[src/rtl/dmem_access_unit_if.sv]
// Request/grant/response bus between the memory-stage access unit and the data memory.
interface dmem_access_unit_if #(
    parameter int unsigned N = 64
) ();
    logic         mem_req;
    logic         mem_we;
    logic [N-1:0] mem_addr;
    logic [N-1:0] mem_wdata;
    logic         mem_gnt;
    logic         mem_rvalid;
    logic [N-1:0] mem_rdata;

    modport master (
        output mem_req, mem_we, mem_addr, mem_wdata,
        input  mem_gnt, mem_rvalid, mem_rdata
    );

    modport slave (
        input  mem_req, mem_we, mem_addr, mem_wdata,
        output mem_gnt, mem_rvalid, mem_rdata
    );
endinterface

[src/rtl/dmem_access_unit.sv]
// LEGv8 memory-stage load/store unit: drives a multi-cycle data memory and stalls the pipeline.
// Optional feature: define DMEM_ALIGN_CHECK_EN to reject accesses not aligned to 8 bytes.
module dmem_access_unit #(
    parameter int unsigned N       = 64,
    parameter int unsigned TIMEOUT = 255
) (
    input  logic                clk,
    input  logic                reset,
    input  logic                MemRead_M,
    input  logic                MemWrite_M,
    input  logic [N-1:0]        aluResult_M,
    input  logic [N-1:0]        writeData_M,
    dmem_access_unit_if.master  mem,
    output logic                stall_M,
    output logic [N-1:0]        readData_M,
    output logic                done_M,
    output logic                bus_err_M,
    output logic                align_err_M
);

    typedef enum logic [1:0] {StIdle, StReq, StWait, StDone} state_e;

    localparam logic [15:0] TimeoutVal = 16'(TIMEOUT);

    state_e       state_q, state_d;
    logic         req_q, req_d;
    logic         we_q, we_d;
    logic [N-1:0] addr_q, addr_d;
    logic [N-1:0] wdata_q, wdata_d;
    logic [N-1:0] rdata_q, rdata_d;
    logic         done_q, done_d;
    logic         bus_err_q, bus_err_d;
    logic         align_err_q, align_err_d;
    logic [15:0]  cnt_q, cnt_d;
    logic [15:0]  cnt_inc;
    logic         mem_op;
    logic         misaligned;

    assign mem_op = MemRead_M | MemWrite_M;

`ifdef DMEM_ALIGN_CHECK_EN
    assign misaligned = (aluResult_M[2:0] != 3'b000);
`else
    assign misaligned = 1'b0;
`endif

    // Saturating so a huge TIMEOUT can never wrap the counter back to zero.
    assign cnt_inc = (cnt_q == 16'hFFFF) ? cnt_q : cnt_q + 16'd1;

    always_comb begin
        state_d     = state_q;
        req_d       = req_q;
        we_d        = we_q;
        addr_d      = addr_q;
        wdata_d     = wdata_q;
        rdata_d     = rdata_q;
        cnt_d       = cnt_q;
        done_d      = 1'b0;
        bus_err_d   = 1'b0;
        align_err_d = 1'b0;

        case (state_q)
            StIdle: begin
                if (mem_op) begin
                    addr_d  = aluResult_M;
                    wdata_d = writeData_M;
                    we_d    = MemWrite_M;
                    if (misaligned) begin
                        state_d     = StDone;
                        done_d      = 1'b1;
                        align_err_d = 1'b1;
                        if (!MemWrite_M) rdata_d = '0;
                    end else begin
                        state_d = StReq;
                        req_d   = 1'b1;
                    end
                end
            end
            StReq: begin
                if (mem.mem_gnt) begin
                    state_d = StWait;
                    req_d   = 1'b0;
                    cnt_d   = '0;
                end
            end
            StWait: begin
                if (mem.mem_rvalid) begin
                    state_d = StDone;
                    done_d  = 1'b1;
                    if (!we_q) rdata_d = mem.mem_rdata;
                end else begin
                    cnt_d = cnt_inc;
                    if (cnt_inc >= TimeoutVal) begin
                        state_d   = StDone;
                        done_d    = 1'b1;
                        bus_err_d = 1'b1;
                        if (!we_q) rdata_d = '0;
                    end
                end
            end
            StDone: begin
                // The finishing instruction is still on the inputs; do not re-accept it.
                state_d = StIdle;
            end
            default: begin
                state_d = StIdle;
                req_d   = 1'b0;
            end
        endcase
    end

    always_ff @(posedge clk or posedge reset) begin
        if (reset) begin
            state_q     <= StIdle;
            req_q       <= 1'b0;
            we_q        <= 1'b0;
            addr_q      <= '0;
            wdata_q     <= '0;
            rdata_q     <= '0;
            cnt_q       <= '0;
            done_q      <= 1'b0;
            bus_err_q   <= 1'b0;
            align_err_q <= 1'b0;
        end else begin
            state_q     <= state_d;
            req_q       <= req_d;
            we_q        <= we_d;
            addr_q      <= addr_d;
            wdata_q     <= wdata_d;
            rdata_q     <= rdata_d;
            cnt_q       <= cnt_d;
            done_q      <= done_d;
            bus_err_q   <= bus_err_d;
            align_err_q <= align_err_d;
        end
    end

    // Reset gates the IDLE term so stall drops at once even while an op is still presented.
    assign stall_M = ~reset & (((state_q == StIdle) & mem_op) |
                               (state_q == StReq) | (state_q == StWait));

    assign mem.mem_req   = req_q;
    assign mem.mem_we    = we_q;
    assign mem.mem_addr  = addr_q;
    assign mem.mem_wdata = wdata_q;
    assign readData_M    = rdata_q;
    assign done_M        = done_q;
    assign bus_err_M     = bus_err_q;
    assign align_err_M   = align_err_q;

endmodule

[src/flat_wrapper.sv]
// flat-port wrapper written by rule: the top's interface ports become plain ports
module dmem_access_unit_flat 
#(
    parameter int unsigned N       = 64,
    parameter int unsigned TIMEOUT = 255
)
  (clk, reset, MemRead_M, MemWrite_M, aluResult_M, writeData_M, stall_M, readData_M, done_M, bus_err_M, align_err_M, mem_mem_req, mem_mem_we, mem_mem_addr, mem_mem_wdata, mem_mem_gnt, mem_mem_rvalid, mem_mem_rdata);
  dmem_access_unit_if #(.N(N)) mem_i ();
  input  logic clk;
  input  logic reset;
  input  logic MemRead_M;
  input  logic MemWrite_M;
  input  logic [N-1:0] aluResult_M;
  input  logic [N-1:0] writeData_M;
  output logic stall_M;
  output logic [N-1:0] readData_M;
  output logic done_M;
  output logic bus_err_M;
  output logic align_err_M;
  output wire logic [$bits(mem_i.mem_req)-1:0] mem_mem_req;
  output wire logic [$bits(mem_i.mem_we)-1:0] mem_mem_we;
  output wire logic [$bits(mem_i.mem_addr)-1:0] mem_mem_addr;
  output wire logic [$bits(mem_i.mem_wdata)-1:0] mem_mem_wdata;
  input wire logic [$bits(mem_i.mem_gnt)-1:0] mem_mem_gnt;
  input wire logic [$bits(mem_i.mem_rvalid)-1:0] mem_mem_rvalid;
  input wire logic [$bits(mem_i.mem_rdata)-1:0] mem_mem_rdata;
  assign mem_mem_req = mem_i.mem_req;
  assign mem_mem_we = mem_i.mem_we;
  assign mem_mem_addr = mem_i.mem_addr;
  assign mem_mem_wdata = mem_i.mem_wdata;
  assign mem_i.mem_gnt = mem_mem_gnt;
  assign mem_i.mem_rvalid = mem_mem_rvalid;
  assign mem_i.mem_rdata = mem_mem_rdata;
  dmem_access_unit #(.N(N), .TIMEOUT(TIMEOUT)) u_core (.clk(clk), .reset(reset), .MemRead_M(MemRead_M), .MemWrite_M(MemWrite_M), .aluResult_M(aluResult_M), .writeData_M(writeData_M), .mem(mem_i), .stall_M(stall_M), .readData_M(readData_M), .done_M(done_M), .bus_err_M(bus_err_M), .align_err_M(align_err_M));
endmodule
[config.mk]
export PLATFORM = sky130hd
export DESIGN_NAME = dmem_access_unit_flat
export DESIGN_NICKNAME = d
export VERILOG_FILES = /design/src/rtl/dmem_access_unit_if.sv /design/src/rtl/dmem_access_unit.sv /design/src/flat_wrapper.sv
export SDC_FILE = /design/constraint.sdc
export NUM_CORES = 1
export LEC_CHECK = 0
export CORE_ASPECT_RATIO = 1.2
export CORE_MARGIN = 10
export CORE_UTILIZATION = 28
export DETAILED_ROUTE_END_ITERATION = 10
export GPL_ROUTABILITY_DRIVEN = 0
export PLACE_DENSITY = 0.61
export SETUP_SLACK_MARGIN = 0.3
export SYNTH_ARGS = -nofsm -noshare
export SYNTH_HDL_FRONTEND = slang
export SYNTH_SLANG_ARGS = --single-unit
export TNS_END_PERCENT = 20
[constraint.sdc]
create_clock -name clk -period 8.7 [get_ports clk]
set_input_delay 0.87 -clock clk [delete_from_list [all_inputs] [get_ports clk]]
set_output_delay 0.87 -clock clk [all_outputs]
set_load 0.02 [all_outputs]
Yosys cells after proc, flatten, opt, wreduce, memory -nomap -nowiden. Index checks and enable logic that the tools add are counted.

Bits in registers: 214. Input port bits: 198. Output and inout port bits: 198. Word-level logic and storage cells: 56.

Add/sub/neg operators: 1. Magnitude comparators: 1. Equality and inequality tests: 8. Multiplexer cells: 21. Bitwise operators: 7. Reductions and logical operators: 9.

Operators with widths (number): $mux 64 (4); $mux 16 (3); $pmux 16 s2 (1); $add 16x1->16 const B (1); $eq 16x16->1 const B (1); $ge 16x8->1 const B (1); $reduce_and 3->1 (4); $mux 2 (4); $pmux 2 s4 (1); $mux 1 (7); $reduce_bool 2->1 (3); $eq 2x2->1 const B (2); $ne 2x2->1 const B (2); $ne 3x2->1 const B (1); $or 1x1->1 (3); $and 1x1->1 (2); $eq 2x1->1 const B (1); $logic_not 2->1 (1); $ne 2x1->1 const B (1); $not 1->1 (2); $pmux 1 s2 (1); $reduce_and 2->1 (1).

Depth between registers and ports, before layout. Gate-level depths: netlist of the first run.

Word-level depth: 6. Gate-level depth with buffers: 11. Gate-level depth less buffers: 8.

Worst setup path before layout of the first run. Ideal clock, no wire load.

Path kind: input to output. Start point: input port MemWrite_M. End point: output port stall_M. Arrival time: 1942 ps. Required time: 7830 ps. Setup slack: 5888 ps. Cell stages on the path: 4. Buffers on the path: 2. Cell sequence: o21ai_1 > clkbuf_1 > clkbuf_1 > a21oi_1.

Word-level cells in the longest chain between the ends: 5.

Ends and longest elaborated chain: from (decl) (RTL line flat_wrapper.sv:12) `input logic MemWrite_M;`; $or 1x1->1 (RTL line dmem_access_unit.sv:39) `assign mem_op = MemRead_M | MemWrite_M;`; $and 1x1->1 (RTL line dmem_access_unit.sv:139) `assign stall_M = ~reset & (((state_q == StIdle) & mem_op) |`; $or 1x1->1 (RTL line dmem_access_unit.sv:139); $or 1x1->1 (RTL line dmem_access_unit.sv:140) `(state_q == StReq) | (state_q == StWait));`; $and 1x1->1 (RTL line dmem_access_unit.sv:139); to (decl) (RTL line flat_wrapper.sv:15) `output logic stall_M;`.

No other way between the ends.

Final worst setup path of the first run.
Start point: register u_core.state_q[0]. End point: output port stall_M.

Word-level cells in the longest chain between the ends: 5. Elaborated cells on any way between the ends: 7. Those cells by class: eq/ne: 2; bitwise: 4; reduce/logical: 1.

Ends and longest elaborated chain: from (decl) (RTL line dmem_access_unit.sv:25) `state_e state_q, state_d;`; from (signal assigned) (RTL line dmem_access_unit.sv:114) `state_q <= StIdle;`; from (signal assigned) (RTL line dmem_access_unit.sv:125) `state_q <= state_d;`; $logic_not 2->1 (RTL line dmem_access_unit.sv:139); $and 1x1->1 (RTL line dmem_access_unit.sv:139); $or 1x1->1 (RTL line dmem_access_unit.sv:139); $or 1x1->1 * (RTL line dmem_access_unit.sv:140); $and 1x1->1 * (RTL line dmem_access_unit.sv:139).

Mark *: on every way between the ends. The rest lies on a longest branch, timed or not.

==> key figures, run 1 <==
Status
  – Status: complete, no violations

Cells and area
  – Utilization after layout: between 40% and 50%
  – N_diodes: 0
  – Final nets: approximately 1.4k
  – Layout cells sized above 1: 15.7%
  – Layout area overhead: 54.7%

Die
  – Vert. Die Dim: approximately 220 um
  – Die X: around 190 um
  – Core box area: roughly 33,000 um^2
  – I/O pin cnt: roughly 400
  – Full die area: approximately 40,000 um^2
  – Cell row count: between 70 and 80
  – Starting Density: between 20% and 30%

Timing
  – Slew Viols, Final: 0
  – # setup viols final: 0
  – Fin worst setup slack: 5.43 ns
  – RSZ-0062 raised after global routing: no
  – Fin crit share: 37.6%
  – Final setup TNS: 0 ns
  – Hold Fails Final Rpt: 0
  – Crit path time final: about 3.3 ns
  – Final setup skew: about 0.017 ns
  – Least-Margin Pin Slew: roughly 1.1 ns
  – Slew HR: ~24%
  – Max Freq: about 300 MHz

Yosys
  – Library cells used by synthesis: 52
  – Share of the synthesized area in the top cell type: between 50 and 60%
  – Cell taking the most area after synthesis: dfrtp_1
  – Syn Area/Cell: around 12 um^2
  – Most frequent cell after synthesis: dfrtp_1
  – Number of flops mapped to enable cells by yosys: 0
  – Number of synthesized register bits: around 210
  – Syn Inst Count: 800
  – Area contributors post-synth: dfrtp_1 58%, mux2_2 16%, nand2_1 5.8%
  – Net Count, Synth: between 1k and 1.5k
  – Sequential area share after synthesis: 57.5%
  – Commonest cells post-synth: 214 x dfrtp_1, 143 x nand2_1, 129 x mux2_2, 82 x o21ai_0, 64 x a21o_1
  – FFs w/ async S/R, synth: 100%
  – Main synth FF type: dfrtp_1
  – Cell area after synthesis: between 9000 and 10,000 um^2
  – Synthesis Warnings: 0

Critical path
  – Worst r2r dst: u_core.readData_M[44]
  – Startpoint types: register
  – Crit path capture type: output port
  – CP max FO: 7
  – R2R Path Start: u_core.cnt_q[0]
  – Reg2Reg Setup Slack: ~5.5 ns
  – WP data required: a little under 8 ns
  – WS Path Type: register to output port
  – Critical Path Max Stage Delay: ~0.63 ns
  – Crit-path slowest cell: clkdlybuf4s50_1
  – Crit path to: stall_M
  – R2R depth: 9
  – Crit-path cells: inv_1, ha_1, nor2_1, a21oi_1, clkdlybuf4s50_1
  – CP Launch Point: u_core.state_q[0]
  – Arr. time, crit path: between 2 and 2.5 ns

Clock network
  – CTS buffer count: 25
  – Post-CTS sizing: 0
  – CTS root buffer: clkbuf_16
  – Num Clock Sinks: ~210
  – Setup bufs post-CTS: 0
  – CTS Hold Buffers Added: 0
  – Worst-path clk slew: roughly 0.060 ns
  – H-tree levels: 1
  – Clock Latency Late Sink: approximately 0.53 ns
  – CTS Buffer Depth: 3
  – CTS tree: yes

Place
  – Detailed-placement wirelength estimate: approximately 23,000 um
  – DP Worst Slack: slightly below 5 ns
  – Port Buffer Count: ~390

GRT
  – Largest net degree at the start of global routing: ~130
  – First-pass GRT wire length: about 48,000 um
  – GRT Util Overall: 14.9%
  – Initial antenna violation count: 4
  – Grt total ovfl: 0
  – Vias in the first global route: between 7k and 8k

Job
  – Max_cap viols: 0

Routing
  – DRT antenna net count: 0
  – Via count: between 7k and 8k
  – Residual DRC: 0
  – Initial drt markers: 349
  – Drt via density: ~4.6
  – Pre-antenna DRT Iters: 4
  – WL final: between 30,000 and 40,000 um
  – DR WL/cell: just under 20 um

Power
  – Leakage: approximately 6.1 nW
  – Peak VDD IR: about 0.00024 V
  – PD cells: between 300 and 400 nW/um^2

Min path
  – Hold Crit Class: register to register
## logic make-up (layout without fill, tap and decap cells)
group                    count (synthesis)  in the layout  synth area share (%)
adder cells (fa/ha/maj)                  4              4                 0.538
XOR/XNOR                                 4              4                 0.377
AND/OR/NAND/NOR                        201            201                  9.86
buffers and inverters                   58            449                  3.11
flip-flops                             214            214                  57.5
AO/OA/AOI/OAI                          188            188                  12.8
other                                    1              1                0.0403
multiplexers                           130            130                  15.8
## power breakdown
| group | total (W) | internal [W] | switching, W |
|---|---|---|---|
| Clock | 0.00102 | 0.000600 | 0.000416 |
| Sequential | 0.00174 | 0.00146 | 0.000272 |
| Combinational | 0.00278 | 0.00139 | 0.00139 |
## cell type report
| cell class | count | area (um^2) |
|---|---|---|
| Clock buffer | 38 | 724 |
| Multi-Input combinational cell | 528 | 3690 |
| Sequential cell | 214 | 5360 |
| Inverter | 4 | 22.5 |
| Fill cell | 3157 | 18600 |
| Tap cell | 450 | 563 |
| Timing Repair Buffer | 401 | 3990 |
| Clock inverter | 6 | 57.6 |
## worst min path at each step
stage / start / end / slack [ns] / depth (start not counted)
2_1_floorplan: u_core.cnt_q[10] / u_core.cnt_q[10] / 0.51 / 2
3_3_place_gp: u_core.readData_M[9] / u_core.readData_M[9] / 0.48 / 1
3_5_place_dp: u_core.readData_M[18] / u_core.readData_M[18] / 0.49 / 1
4_1_cts: u_core.readData_M[18] / u_core.readData_M[18] / 0.50 / 1
5_1_grt: u_core.mem.mem_addr[2] / u_core.mem.mem_addr[2] / 0.51 / 1
6_report: u_core.readData_M[27] / u_core.readData_M[27] / 0.50 / 1
## worst max-delay path, delay by kind of cell (launching register included)
family | cells | cell delay [ns]
flip-flops | 1 | 0.41
buffers and inverters | 2 | 0.72
AND/OR/NAND/NOR | 1 | 0.19
AO/OA/AOI/OAI | 1 | 0.19
adder cells (fa/ha/maj) | 1 | 0.35
## layer usage
metal | track usage, % | up-vias | part of all wire (%) | wire length [um]
li1 | - | 3546 | - | -
met1 | 16.3 | 3629 | 38 | 12200
met2 | 24.5 | 327 | 46 | 14700
met3 | 8.67 | 37 | 14 | 4410
met4 | 3.36 | 8 | 1.5 | 486
met5 | 0 | - | 0.16 | 52
## placed cells by master (no fill, tap or decap), types with 3 or more instances in the layout
cell               n
o21ai_0           82
buf_4              7
clkinv_2           4
nand4_1            8
clkbuf_8           5
nor2_1            16
nor3b_1            3
mux2_2           129
clkbuf_16         25
clkbuf_1           8
nand3_1            6
a22o_1             7
and4_1             3
a21o_1            64
dfrtp_1          214
nand2_1          143
a211oi_1           3
a21oi_1           11
ha_1               4
nor2b_1            3
clkdlybuf4s50_1  393
a31oi_1            9
inv_1              3
## stage by stage
| stage | power [W] | instances | area (um^2) | hold slack [ns] |
|---|---|---|---|---|
| 6_report | 0.00553 | 1641 | 14400 | 0.497 |
| 3_5_place_dp | 0.00458 | 1597 | 13600 | 0.487 |
| 2_1_floorplan | 0.00321 | 800 | 9310 | 0.511 |
| 3_3_place_gp | 0.00454 | 1597 | 13600 | 0.480 |
| 5_1_grt | 0.00589 | 1641 | 14400 | 0.511 |
| 4_1_cts | 0.00564 | 1641 | 14400 | 0.500 |
## sequential cells by signal, indices dropped and copies added (netlist names)
register / cells
u_core.mem.mem_we: 1
u_core.cnt_q: 16
u_core.mem.mem_addr: 64
u_core.mem.mem_wdata: 64
u_core.mem.mem_req: 1
u_core.done_M: 1
u_core.readData_M: 64
u_core.bus_err_M: 1
u_core.state_q: 2
(Power assumes the default switching activity.)
==> run 2: changes to the inputs <==
--- a/config.mk
+++ b/config.mk
@@ -10,7 +10,7 @@
 export CORE_UTILIZATION = 28
 export DETAILED_ROUTE_END_ITERATION = 10
 export GPL_ROUTABILITY_DRIVEN = 0
-export PLACE_DENSITY = 0.61
+export PLACE_DENSITY = 0.63
 export SETUP_SLACK_MARGIN = 0.3
 export SYNTH_ARGS = -nofsm -noshare
 export SYNTH_HDL_FRONTEND = slang
==> constraint.sdc (replaced) <==
create_clock -name clk -period 2.7 [get_ports clk]
set_input_delay 0.27 -clock clk [delete_from_list [all_inputs] [get_ports clk]]
set_output_delay 0.27 -clock clk [all_outputs]
set_load 0.02 [all_outputs]
==> run 2 against run 1 <==
Compared with the run above: cell count grew 1.3%; via count grew 0.42%; non-clock buffer count grew 27; register-to-register slack lost 5.2 ns; sequential cell count is the same; sequential power grew to 3.2 times the previous value; clock skew is essentially flat; clock power grew to 3.1 times the previous value.
==> key figures, run 2 (synthesized netlist as in run 1, its figures left out) <==
Clock network
  – Worst-path clk slew: 0.06 ns (about the same)
  – CTS Buffer Depth: 3 (unchanged)
  – CTS tree: yes (unchanged)
  – CTS root buffer: clkbuf_16 (unchanged)
  – CTS buffer count: 25 (unchanged)
  – CTS Hold Buffers Added: 0 (unchanged)
  – Num Clock Sinks: 214 (unchanged)
  – H-tree levels: 1 (unchanged)
  – Clock Latency Late Sink: 0.53 ns (about the same)

Place
  – Detailed-placement wirelength estimate: 22,400 um (was 23,400 um)
  – DP Worst Slack: 0.0839 ns (was 4.82 ns)
  – Port Buffer Count: 394 (unchanged)
  – Placed cell count: 1,609 (was 1,597)

Cells and area
  – Commonest non-fill, non-tap cell in the layout: clkdlybuf4s50_1 (unchanged)
  – Most frequent cells in the layout: 392 x clkdlybuf4s50_1, 209 x dfrtp_1, 142 x nand2_1 (was 393 x clkdlybuf4s50_1, 214 x dfrtp_1, 143 x nand2_1)
  – Layout cells sized above 1: 18.6% (was 15.7%)
  – N_diodes: 0 (unchanged)
  – Post-Layout Cell Count: 1,663 (was 1,641)
  – Fill cell count: 3,091 (was 3,157)
  – Utilization after layout: 45.0% (was 43.7%)
  – Layout area overhead: 59.4% (was 54.7%)
  – Area of the multi-input gates: 3760 um^2 (was 3690 um^2)
  – Final nets: 1,403 (was 1,376)
  – Register Area: 5360 um^2 (about the same)

Timing
  – RSZ-0062 raised after global routing: yes (was no)
  – # setup viols final: 0 (unchanged)
  – Max Freq: between 400 and 500 MHz
  – Hold Fails Final Rpt: 0 (unchanged)
  – Slew Viols, Final: 0 (unchanged)
  – WHS: 0.170 ns (was 0.497 ns)
  – Least-Margin Pin Slew: 0.655 ns (was 1.13 ns)
  – Fin crit share: 89.6%
  – Slew HR: 56.3% (was 24.4%)
  – Final setup skew: 0.0164 ns (was 0.0166 ns)
  – Fin worst setup slack: 0.282 ns (was 5.43 ns)
  – Crit path time final: roughly 2.4 ns

Min path
  – Worst hold endpoint: u_core.bus_err_M (was u_core.readData_M[27])
  – Hold path cells: 3 (was 1)
  – Hold Crit Class: input port to register (was register to register)
  – Hold path startpoint: mem_mem_rvalid (was u_core.readData_M[27])

Critical path
  – R2R depth: 11 (was 9)
  – WS Path Type: register to register (was register to output port)
  – Arr. time, crit path: 2.84 ns (was 2.40 ns)
  – CP max FO: 8 (was 7)
  – Worst r2r dst: u_core.readData_M[32] (was u_core.readData_M[44])
  – Crit path capture type: register (was output port)
  – Reg2Reg Setup Slack: 0.28 ns (was 5.52 ns)
  – R2R Path Start: u_core.cnt_q[1] (was u_core.cnt_q[0])
  – Startpoint types: register (unchanged)
  – WP data required: 3.12 ns (was 7.83 ns)

Die
  – I/O pin cnt: 396 (unchanged)
  – Vert. Die Dim: 220 um (unchanged)
  – Cell row count: 73 (unchanged)
  – Starting Density: 28.2% (unchanged)
  – Full die area: 41,000 um^2 (unchanged)
  – Die X: 186 um (unchanged)
  – Core box area: 33,000 um^2 (unchanged)

Routing
  – Via count: 7,579 (was 7,547)
  – WL final: 31,500 um (was 31,800 um)
  – Initial drt markers: 400 (was 349)
  – Drt via density: 4.56 (was 4.60)
  – Pre-antenna DRT Iters: 4 (unchanged)
  – DRT antenna net count: 0 (unchanged)
  – Residual DRC: 0 (unchanged)
  – DR WL/cell: 18.9 um (was 19.4 um)

Power
  – Peak VDD IR: 0.000667 V (was 0.000239 V)
  – Leakage: 6.28 nW (was 6.08 nW)
  – PD cells: 1200 nW/um^2 (was 384 nW/um^2)

GRT
  – Grt total ovfl: 0 (unchanged)
  – GRT Util Overall: 14.4% (was 14.9%)
  – Initial antenna violation count: 1 (was 4)
  – First-pass GRT wire length: 47,300 um (was 48,200 um)
  – Largest net degree at the start of global routing: 111 (was 129)
  – Vias in the first global route: 8,027 (was 7,746)

Status
  – Status: complete, no violations (unchanged)

Job
  – Max_cap viols: 0 (unchanged)
-- run 2: worst max path at each step --
stage | from | to | slack, ns
detailed placement | u_core.cnt_q[0] | u_core.readData_M[32] | 0.08
finish | u_core.cnt_q[1] | u_core.readData_M[32] | 0.28
CTS | u_core.cnt_q[11] | u_core.readData_M[53] | 0.30
global placement | u_core.cnt_q[0] | u_core.readData_M[46] | 0.18
floorplan | reset | u_core.bus_err_M | -0.35
global route | u_core.cnt_q[1] | u_core.readData_M[32] | 0.17
-- run 2: report_power, final --
group	internal [W]	switching, W	leakage (nW)
clock	0.00183	0.00130	0.354
sequential	0.00472	0.000889	2.41
combinational	0.00463	0.00448	3.52
total	0.0112	0.00667	6.28
-- run 2: routing by layer --
layer	wire length (um)	GRT usage, %	vias up
li1	-	-	3590
met1	12300	16.3	3604
met2	14800	23.8	346
met3	3860	7.10	37
met4	537	3.53	2
met5	12	0	-
-- run 2: cell type report --
type | count | share of cell area (%)
clock buffer | 34 | 4.58
clock inverter | 5 | 0.396
inverter | 4 | 0.126
multi-input combinational | 528 | 25.3
sequential | 214 | 36.1
tap | 450 | 3.79
timing repair buffer | 428 | 29.6
-- run 2: critical path, stage by stage, from the launching register on --
cell	delay [ns]
dfrtp_1	0.40
buf_6	0.12
buf_6	0.09
nand4_1	0.17
nor2_2	0.23
xor2_1	0.19
a31oi_2	0.13
nor4_4	0.39
nor3_4	0.08
buf_12	0.17
clkbuf_16	0.17
a21o_1	0.18
-- run 2: repair_timing --
| item | in CTS | in global routing |
|---|---|---|
| pin swaps | 5 | 29 |
| buffers inserted | 7 | 1 |
| resized for setup | 17 | 13 |
| cloned | 1 | 6 |
| setup endpoints to repair | 67 | 67 |
-- run 2: metrics by stage --
stage,instance area (um^2),TNS [ns],power (W)
3_5_place_dp,13800,0,0.0148
2_1_floorplan,9310,-75.79,0.0103
6_report,14800,0,0.0179
5_1_grt,14800,0,0.0189
4_1_cts,14700,0,0.0181
3_3_place_gp,13800,0,0.0146
